## src/rtl/counter_pkg.sv

```systemverilog
// Shared definitions for the counter family: 3-bit operation encodings and helpers.
package counter_pkg;

    typedef logic [2:0] mode_t;

    localparam mode_t MODE_UP1  = 3'b000;
    localparam mode_t MODE_DN1  = 3'b001;
    localparam mode_t MODE_DNS  = 3'b010;
    localparam mode_t MODE_UPS  = 3'b011;
    localparam mode_t MODE_LOAD = 3'b100;
    localparam mode_t MODE_HOLD = 3'b101;
    localparam mode_t MODE_CLR  = 3'b110;

    // Unit-step modes move by one; the other count modes move by the STEP parameter.
    function automatic logic isUnitStep(mode_t m);
        return (m == MODE_UP1) || (m == MODE_DN1);
    endfunction

endpackage

```

## src/rtl/counter_step_alu.sv

```systemverilog
// Combinational next-count logic: modulo/saturating step arithmetic and load range check.
module counter_step_alu
    import counter_pkg::*;
#(
    parameter int WIDTH    = 4,
    parameter int MODULUS  = 16,
    parameter int STEP     = 3,
    parameter int SATURATE = 0
) (
    input  logic [WIDTH-1:0] q,
    input  logic [2:0]       mode,
    input  logic [WIDTH-1:0] d,
    output logic [WIDTH-1:0] nextQ,
    output logic             wrap,
    output logic             loadStb,
    output logic             loadErr
);

    // One extra bit so q+STEP and MODULUS itself (up to 2**WIDTH) are representable.
    localparam logic [WIDTH:0] MOD_W  = (WIDTH+1)'(MODULUS);
    localparam logic [WIDTH:0] TOP_W  = (WIDTH+1)'(MODULUS - 1);
    localparam logic [WIDTH:0] STEP_W = (WIDTH+1)'(STEP);
    localparam logic [WIDTH:0] ONE_W  = (WIDTH+1)'(1);
    localparam bit             SAT    = (SATURATE != 0);

    logic [WIDTH:0] qExt;
    logic [WIDTH:0] dExt;
    logic [WIDTH:0] stepAmt;
    logic [WIDTH:0] upSum;
    logic [WIDTH:0] upNext;
    logic [WIDTH:0] dnNext;
    logic [WIDTH:0] nextExt;
    logic           upWrap;
    logic           dnWrap;
    logic           dOver;
    logic           unusedMsb;

    always_comb begin
        qExt    = {1'b0, q};
        dExt    = {1'b0, d};
        stepAmt = isUnitStep(mode) ? ONE_W : STEP_W;
        upSum   = qExt + stepAmt;
        upWrap  = (upSum >= MOD_W);
        dnWrap  = (qExt < stepAmt);
        dOver   = (dExt >= MOD_W);

        if (upWrap) begin
            upNext = SAT ? TOP_W : (upSum - MOD_W);
        end else begin
            upNext = upSum;
        end

        // Adding (MODULUS - step) keeps the borrow case non-negative at WIDTH+1 bits.
        if (dnWrap) begin
            dnNext = SAT ? '0 : (qExt + (MOD_W - stepAmt));
        end else begin
            dnNext = qExt - stepAmt;
        end
    end

    always_comb begin
        nextExt = qExt;
        wrap    = 1'b0;
        loadStb = 1'b0;
        loadErr = 1'b0;
        case (mode)
            MODE_UP1, MODE_UPS: begin
                nextExt = upNext;
                wrap    = upWrap;
            end
            MODE_DN1, MODE_DNS: begin
                nextExt = dnNext;
                wrap    = dnWrap;
            end
            MODE_LOAD: begin
                nextExt = dOver ? TOP_W : dExt;
                loadStb = 1'b1;
                loadErr = dOver;
            end
            MODE_HOLD: begin
                nextExt = qExt;
            end
            MODE_CLR: begin
                nextExt = '0;
            end
            default: begin
                nextExt = '0;
            end
        endcase
    end

    // Every legal next value is below MODULUS <= 2**WIDTH, so the top bit is always zero.
    assign nextQ     = nextExt[WIDTH-1:0];
    assign unusedMsb = nextExt[WIDTH];

endmodule

```

## src/rtl/counter_mod_step.sv

```systemverilog
// Parametrised up/down/step/load counter with registered carry, load and load-error strobes.
module counter_mod_step
    import counter_pkg::*;
#(
    parameter int WIDTH    = 4,
    parameter int MODULUS  = 16,
    parameter int STEP     = 3,
    parameter int SATURATE = 0
) (
    input  logic             clk,
    input  logic             reset,
    input  logic             enable,
    input  logic [2:0]       mode,
    input  logic [WIDTH-1:0] d,
    output logic [WIDTH-1:0] q,
    output logic             rco,
    output logic             load,
    output logic             load_err
);

    if (WIDTH < 1 || WIDTH > 30) begin : gBadWidth
        $fatal(1, "counter_mod_step: WIDTH must be 1..30");
    end
    if (MODULUS < 2 || MODULUS > (1 << WIDTH)) begin : gBadModulus
        $fatal(1, "counter_mod_step: MODULUS must be 2..2**WIDTH");
    end
    if (STEP < 1 || STEP >= MODULUS) begin : gBadStep
        $fatal(1, "counter_mod_step: STEP must be 1..MODULUS-1");
    end

    logic [WIDTH-1:0] count_q;
    logic [WIDTH-1:0] count_d;
    logic             rco_q;
    logic             rco_d;
    logic             load_q;
    logic             load_d;
    logic             loadErr_q;
    logic             loadErr_d;

    logic [WIDTH-1:0] aluNext;
    logic             aluWrap;
    logic             aluLoad;
    logic             aluErr;

    counter_step_alu #(
        .WIDTH    (WIDTH),
        .MODULUS  (MODULUS),
        .STEP     (STEP),
        .SATURATE (SATURATE)
    ) uAlu (
        .q       (count_q),
        .mode    (mode),
        .d       (d),
        .nextQ   (aluNext),
        .wrap    (aluWrap),
        .loadStb (aluLoad),
        .loadErr (aluErr)
    );

    // Enable gates the whole operation; when low the count holds and every strobe drops.
    always_comb begin
        count_d   = count_q;
        rco_d     = 1'b0;
        load_d    = 1'b0;
        loadErr_d = 1'b0;
        if (enable) begin
            count_d   = aluNext;
            rco_d     = aluWrap;
            load_d    = aluLoad;
            loadErr_d = aluErr;
        end
    end

    always_ff @(posedge clk) begin
        if (reset) begin
            count_q   <= '0;
            rco_q     <= 1'b0;
            load_q    <= 1'b0;
            loadErr_q <= 1'b0;
        end else begin
            count_q   <= count_d;
            rco_q     <= rco_d;
            load_q    <= load_d;
            loadErr_q <= loadErr_d;
        end
    end

    assign q        = count_q;
    assign rco      = rco_q;
    assign load     = load_q;
    assign load_err = loadErr_q;

endmodule
```

## config.mk

```make
export PLATFORM = sky130hd
export DESIGN_NAME = counter_mod_step
export DESIGN_NICKNAME = d
export VERILOG_FILES = /design/src/rtl/counter_pkg.sv /design/src/rtl/counter_step_alu.sv /design/src/rtl/counter_mod_step.sv
export SDC_FILE = /design/constraint.sdc
export NUM_CORES = 1
export LEC_CHECK = 0
export BUFFER_PORTS_ARGS = -buffer_cell sky130_fd_sc_hd__buf_2
export CAP_MARGIN = 10
export CORE_AREA = 2 2 39 41
export DETAILED_ROUTE_END_ITERATION = 10
export DIE_AREA = 0 0 41 43
export PLACE_DENSITY = 0.75
export SLEW_MARGIN = 15
export SYNTH_ARGS = -nofsm -noshare
export SYNTH_HDL_FRONTEND = slang
export SYNTH_SLANG_ARGS = --single-unit
```

## constraint.sdc

```tcl
create_clock -name clk -period 2 [get_ports clk]
set_input_delay 0.1 -clock clk [delete_from_list [all_inputs] [get_ports clk]]
set_output_delay 0.1 -clock clk [all_outputs]
set_load 0.1 [all_outputs]
```

==> results of run 1 <==
## flip-flops by register name (all words and copies together) (netlist names)
register / cells
load: 1
q: 4
rco: 1
## synthesized netlist by cell type (all sizes together)
cell     n  area (µm²)
a2111oi  1        8.76
a211o    2        18.8
a211oi   2        20.0
a21oi    3        15.0
a221o    1        10.0
a22oi    2        15.0
a311o    1        10.0
a311oi   1        8.76
and2b    1        7.51
buf      2        18.8
clkbuf   2        8.75
conb     1        3.75
dfxtp    6         120
fa       2        40.0
ha       3        37.5
inv      3        11.3
mux2i    1        10.0
nand2    9        33.8
nand2b   1        6.26
nor2     6        25.0
nor2b    2        12.5
nor3     1        5.00
nor3b    2        15.0
o211ai   1        7.51
o21ai    3        15.0
xnor2    2        25.0
xor2     2        17.5
## per-layer routing
metal,global-route usage,wire length [µm],vias to the layer above,part of all wire
li1,-,-,250,-
met1,0.218,560,201,0.50
met2,0.184,491,12,0.44
met3,0.0314,39,2,0.035
met4,0.0600,17,0,0.015
met5,0,0,-,0
## worst max-delay path by stage
stage / end / slack [ns] / start / depth (start not counted)
after floorplan: q[3] / 0.002 / q[1] / 6
after global placement: q[3] / 0.14 / mode[1] / 8
after detailed placement: q[3] / 0.11 / mode[1] / 8
after CTS: q[3] / 0.29 / q[1] / 6
after global routing: q[3] / 0.16 / q[1] / 6
final: q[3] / 0.28 / q[1] / 6
## power by group through the flow
stage               clock (mW)  sequential [mW]  combinational [mW]
finish                   0.118            0.140               0.166
global route             0.128            0.141               0.179
CTS                      0.124            0.140               0.166
detailed placement           0            0.142               0.165
global placement             0            0.142               0.164
floorplan                    0            0.190              0.0868
## layout make-up
cell class / instances / area, µm²
fill: 146 / 757
multi-input combinational: 50 / 368
sequential: 6 / 123
timing repair buffer: 16 / 82.6
clock buffer: 3 / 22.5
tap: 16 / 20.0
inverter: 3 / 11.3
## critical path, stage by stage (launching register included)
cell      delay, ns
dfxtp_2        0.35
ha_1           0.33
a211oi_1       0.30
xor2_1         0.18
nor2_1         0.05
a211o_2        0.31
a21oi_1        0.13
## through the flow
stage | setup slack [ns] | area [µm²] | total power [mW] | util | std cells
floorplan | 0.00200 | 529 | 0.277 | - | 63
global placement | 0.138 | 604 | 0.306 | 0.437 | 91
detailed placement | 0.110 | 604 | 0.307 | 0.437 | 91
CTS | 0.292 | 627 | 0.429 | 0.453 | 94
global route | 0.159 | 627 | 0.448 | 0.453 | 94
finish | 0.276 | 627 | 0.424 | 0.453 | 94
## logic make-up (layout without fill, tap and decap cells)
| logic type | count (synthesis) | in the layout |
|---|---|---|
| compound gates | 17 | 17 |
| xor+xnor | 4 | 4 |
| fa+ha+maj | 5 | 5 |
| buf+inv | 7 | 22 |
| flops | 6 | 6 |
| mux | 1 | 1 |
| other cells | 1 | 1 |
| simple gates | 22 | 22 |
==> results.toml, run 1 <==
[drt]
avgViaCountPerCell = 4.95
wl_per_cell_um = 11.8
ant_nets = 0
drcViolationCount = 0
drtIter0Drc = 6
first_pass_iters = 4
num_vias = 465
wirelength_um = 1110

[global_route]
grt_usage = 0.142
grt-ovfl-total = 0
grt_pass1_wl_um = 1690
grt_pass1_vias = 399
antenna_found_initial = 0
grt_max_degree = 11

[worst_setup_path]
worstRegToRegCells = 6
cp-end-kind = "flop"
cp.arrival_ns = 1.91
worstPathRequired_ns = 2.19
r2r-start = "q[1]"
cp_max_fo = 6
critPathLaunchType = "flop"
worstSetupPathType = "reg2reg"
regToRegSetupSlack_ns = 0.28
rr_endpoint = "q[3]"

[finish]
nets = 95
final_common_cell = "buf_2"
diodes = 0
drive_gt1_frac = 0.321
area_delta_synth_final_pct = 19.0
final_cell_mix = "buf_2 (15), nand2_1 (9), nor2_1 (5)"

[clock_network]
htreeDepth = 1
cts_tree = "built"
clk_latency_ns = 0.25
cts_buffers = 3
clk_path_buf_depth = 2
clock-sinks = 6
cts_resized = 0
ctsHoldBuffers = 0
clockRootBuffer = "clkbuf_4"
clk_transition_reported_paths_ns = 0.05
post-cts-setup-buffers = 0

[timing]
fin_setup_tns_ns = 0
fmax_mhz = 580
final-hold-violation-count = 0
finalCritPeriodShare = 0.862
period_needed_ns = 1.72
fin_worst_skew_ns = 0.00477
slew_viol_final = 0
rsz0062_at_grt = "false"
setup-violations-final = 0
hold_ws_ns = 0.0721

[power]
p_sw_mw = 0.176
powerDensity_nw_per_um2 = 677
p_clk_frac = 0.279
internal_power_mw = 0.248
seq_power_share = 0.330
peakVddDrop_mv = 0.411
leakage_nw = 0.280
p_sw_frac = 0.415
p_comb_frac = 0.391

[placement]
gp_congestion = 0.839
detailed_place_hpwl_um = 826
portBuffers = 15

[yosys]
synthMuxAreaShare = 0.0190
syn-mean-instance-area_um2 = 8.36
synth.ff_latch_count = 6
mappedNetlistNets = 78
synth_compound_area_frac = 0.245
ys.warnings.count = 0
synth_area_um2 = 527
synth_cell_type_count = 33
netlist_instances = 63
ys_seq_area_frac = 0.228
synth-simple-area-share = 0.200
synth_xor_area_frac = 0.0808
synth_fa_ha_area_frac = 0.147
synth_top_family_by_area = "compound AO/OA/AOI/OAI gates"

[worst_hold_path]
hold_depth = 2
hold-path-endpoint = "q[2]"
hp-class = "in2reg"
worst_hold_startpoint = "d[2]"

[die]
io-pin-count = 17
dieArea_um2 = 1760
core_um2 = 1380
initial_utilization = 0.381
fp.dieW_um = 41
die_y_um = 43
rows = 14

[outcome]
outcome = "finished clean"

[flow_run]
maxCapViolations = 0
(Power assumes the default switching activity.)
==> run 2, diff against run 1 <==
- RECOVER_POWER: default -> 25
- SLEW_MARGIN: 15 -> 10
==> results.toml, run 2 (synthesis results as in run 1) <==
[finish]
nets = 95
multi_input_area_um2 = 368
fin_area_um2 = 621
final_cell_mix = "buf_2 (13), nand2_1 (9), nor2_1 (5)"
area_delta_synth_final_pct = 17.8
final_util = 0.448
ff_latch_area_um2 = 123
fin_cells = 94
final_common_cell = "buf_2"
drive_gt1_frac = 0.282
fillers = 149
diodes = 0
largest_reg_flops = 4

[worst_hold_path]
hold_depth = 2
hp-class = "in2reg"
worst_hold_startpoint = "d[2]"
hold-path-endpoint = "q[2]"

[worst_setup_path]
path_cells = "ha_1 > a211oi_1 > xor2_1 > nor2_1 > a211o_2 > a21oi_1"
cp.arrival_ns = 1.91
critPathLaunchType = "flop"
worstRegToRegCells = 6
cp-end-kind = "flop"
cp_max_fo = 6
slowest_delay_ns = 0.35
r2r-start = "q[1]"
worstSetupPathType = "reg2reg"
regToRegSetupSlack_ns = 0.28
cp_slowest_cell = "dfxtp_2"
worstPathRequired_ns = 2.19
rr_endpoint = "q[3]"

[clock_network]
clock-sinks = 6
post-cts-setup-buffers = 0
clk_latency_ns = 0.25
clockRootBuffer = "clkbuf_4"
ctsHoldBuffers = 0
htreeDepth = 1
cts_buffers = 3
clk_path_buf_depth = 2
clk_transition_reported_paths_ns = 0.05
cts_tree = "built"
cts_resized = 0

[drt]
first_pass_iters = 4
num_vias = 464
avgViaCountPerCell = 4.94
wl_per_cell_um = 11.7
drtIter0Drc = 6
ant_nets = 0
wirelength_um = 1100
drcViolationCount = 0

[timing]
worstMarginPinSlew_ns = 1.16
slew_viol_final = 0
fin_setup_tns_ns = 0
final-hold-violation-count = 0
period_needed_ns = 1.72
rsz0062_at_grt = "false"
maxSlewHeadroom = 0.230
finalCritPeriodShare = 0.862
fin_worst_skew_ns = 0.00482
fmax_mhz = 580
setup-violations-final = 0

[power]
leakage_nw = 0.269
powerDensity_nw_per_um2 = 681
peakVddDrop_mv = 0.407
p_total_mw = 0.423

[global_route]
grt_max_degree = 11
grt_pass1_vias = 399
antenna_found_initial = 0
grt_usage = 0.142
grt_pass1_wl_um = 1690
grt-ovfl-total = 0

[die]
io-pin-count = 17
initial_utilization = 0.381
die_y_um = 43
dieArea_um2 = 1760
rows = 14
fp.dieW_um = 41
core_um2 = 1380

[outcome]
outcome = "finished clean"

[flow_run]
maxCapViolations = 0

[placement]
detailed_place_hpwl_um = 826
placed_cell_area_um2 = 604
dp.cells = 91
portBuffers = 15
gp_congestion = 0.839
-- run 2: worst max-delay path by stage --
| stage | startpoint | endpoint | slack, ns | cells after the start |
|---|---|---|---|---|
| finish | q[1] | q[3] | 0.28 | 6 |
| global route | q[1] | q[3] | 0.16 | 6 |
| CTS | q[1] | q[3] | 0.29 | 6 |
| detailed placement | mode[1] | q[3] | 0.11 | 8 |
| global placement | mode[1] | q[3] | 0.14 | 8 |
| floorplan | q[1] | q[3] | 0.002 | 6 |
-- run 2: metrics by stage --
step                      hold slack [ns]  worst slack, ns
after global routing               0.0704            0.159
after global placement              0.330            0.138
after detailed placement            0.330            0.110
after CTS                          0.0652            0.292
final                              0.0719            0.277
after floorplan                     0.165          0.00200
-- run 2: layout make-up --
class,count,area share
Tap cell,16,0.0323
Multi-Input combinational cell,50,0.593
Sequential cell,6,0.198
Inverter,3,0.0181
Clock buffer,3,0.0363
Timing Repair Buffer,16,0.123
-- run 2: per-layer routing --
layer / vias up / GRT usage / part of all wire
met1: 199 / 0.218 / 0.50
met3: 2 / 0.0314 / 0.035
met4: 0 / 0.0600 / 0.015
met5: - / 0 / 0
met2: 12 / 0.184 / 0.44
li1: 251 / - / -
-- run 2: worst max-delay path, delay by kind of cell, from the launching register on --
family / cells / cell delay [ns]
AO/OA/AOI/OAI: 3 / 0.74
XOR/XNOR: 1 / 0.18
adder cells (fa/ha/maj): 1 / 0.33
flip-flops: 1 / 0.35
AND/OR/NAND/NOR: 1 / 0.05
-- run 2: report_power, final --
group | internal, mW | switching (mW) | total (mW)
sequential | 0.128 | 0.0119 | 0.140
combinational | 0.0506 | 0.114 | 0.165
clock | 0.0683 | 0.0502 | 0.119
==> run 3, diff against run 2 <==
- PLACE_DENSITY: 0.75 -> 0.77
- SLEW_MARGIN: 10 -> default
- clock period: 2 -> 1.52 ns (I/O delays scaled with it)
==> results.toml, run 3 (synthesis results as in run 1) <==
[clock_network]
clockRootBuffer = "clkbuf_4"
clk_path_buf_depth = 2
clk_latency_ns = 0.25
clk_transition_reported_paths_ns = 0.05
cts_tree = "built"
clock-sinks = 6
htreeDepth = 1
cts_buffers = 3

[die]
dieArea_um2 = 1760
fp.dieW_um = 41
io-pin-count = 17
die_y_um = 43
rows = 14
initial_utilization = 0.381
core_um2 = 1380

[timing]
rsz0062_at_grt = "true"
fmax_mhz = 672
maxSlewHeadroom = 0.644
finalWorstSetupSlack_ns = 0.0313
period_needed_ns = 1.49
slew_viol_final = 0
finalCritPeriodShare = 0.979
fin_worst_skew_ns = 0.0125
worstMarginPinSlew_ns = 0.537
final-hold-violation-count = 0
setup-violations-final = 0

[worst_setup_path]
worstRegToRegCells = 6
cp_slowest_cell = "fa_2"
cp_max_fo = 5
worstSetupPathType = "reg2reg"
crit_buf_inv = 1
r2r-start = "q[1]"
cp-end-kind = "flop"
regToRegSetupSlack_ns = 0.03
path_cells = "inv_4 > fa_2 > xnor2_1 > o21ai_1 > a22oi_1 > nor2_1"
slowest_delay_ns = 0.54
critPathLaunchType = "flop"
rr_endpoint = "q[1]"
cp.arrival_ns = 1.64
critical_path.top_delay_family = "adder cells"
worstPathRequired_ns = 1.67

[drt]
ant_nets = 0
first_pass_iters = 4
num_vias = 512
wl_per_cell_um = 12.5
drcViolationCount = 0
avgViaCountPerCell = 5.17
drtIter0Drc = 14
wirelength_um = 1240

[placement]
gp_congestion = 0.795
post-place-ws_ns = -0.0706
portBuffers = 15
placed_cell_area_um2 = 664
detailed_place_hpwl_um = 944

[global_route]
grt.busiest_layer = "met2"
grt.met3_usage = 0.0157
antenna_found_initial = 0
grt_pass1_vias = 437
grt_max_degree = 11
grt_usage = 0.156
met1_usage = 0.203
grt-ovfl-total = 0
met2_usage = 0.222
grt_pass1_wl_um = 1800

[power]
powerDensity_nw_per_um2 = 854
leakage_nw = 0.297
peakVddDrop_mv = 0.438
p_total_mw = 0.596

[worst_hold_path]
hold_depth = 2
hold-path-endpoint = "q[1]"
hp-class = "in2reg"
worst_hold_startpoint = "reset"

[finish]
nets = 99
final_cell_mix = "buf_2 (14), nand2_1 (9), nor2_1 (4), buf_4 (4), clkbuf_4 (3)"
area_delta_synth_final_pct = 32.5
fin_area_um2 = 698
diodes = 0
fillers = 144
drive_gt1_frac = 0.458
final_common_cell = "buf_2"
largest_reg_flops = 4

[flow_run]
maxCapViolations = 0

[outcome]
outcome = "finished clean"
## run 3: final cells by class
class	instances	area [µm²]	share of cell area
Clock buffer	4	26.3	0.0376
Inverter	3	16.3	0.0233
Sequential cell	6	130	0.186
Multi-Input combinational cell	50	397	0.568
Tap cell	16	20.0	0.0287
Timing Repair Buffer	20	109	0.156
## run 3: report_power, final
part	total, mW	internal (mW)	switching [mW]	leakage, nW
Combinational	0.250	0.0860	0.164	0.231
Clock	0.164	0.0998	0.0638	0.0150
Sequential	0.183	0.168	0.0148	0.0512
## run 3: layer usage
layer / part of all wire / vias up
met4: 0.031 / 0
met2: 0.45 / 20
met1: 0.47 / 226
li1: - / 261
met5: 0 / -
met3: 0.053 / 5
## run 3: what timing repair did
item,4_1_cts,5_1_grt
setup buffers,0,1
gates resized for setup,0,2
endpoints found under the setup margin,0,3
hold buffers,0,0
## run 3: worst max-delay path by stage
stage / from / endpoint / depth (start not counted)
after floorplan: q[1] / q[3] / 6
after global placement: mode[2] / q[3] / 8
after detailed placement: mode[2] / q[2] / 8
after CTS: q[1] / q[3] / 6
after global routing: q[1] / q[1] / 6
final: q[1] / q[1] / 6
## run 3: stage by stage
step                hold slack [ns]  setup TNS (ns)  std cells  utilization
floorplan                     0.138          -0.410         63            -
global route                 0.0558         -0.0671         99        0.505
CTS                          0.0426               0         98        0.499
detailed placement            0.308          -0.144         94        0.480
finish                       0.0518               0         99        0.505
global placement              0.306         -0.0622         94        0.480
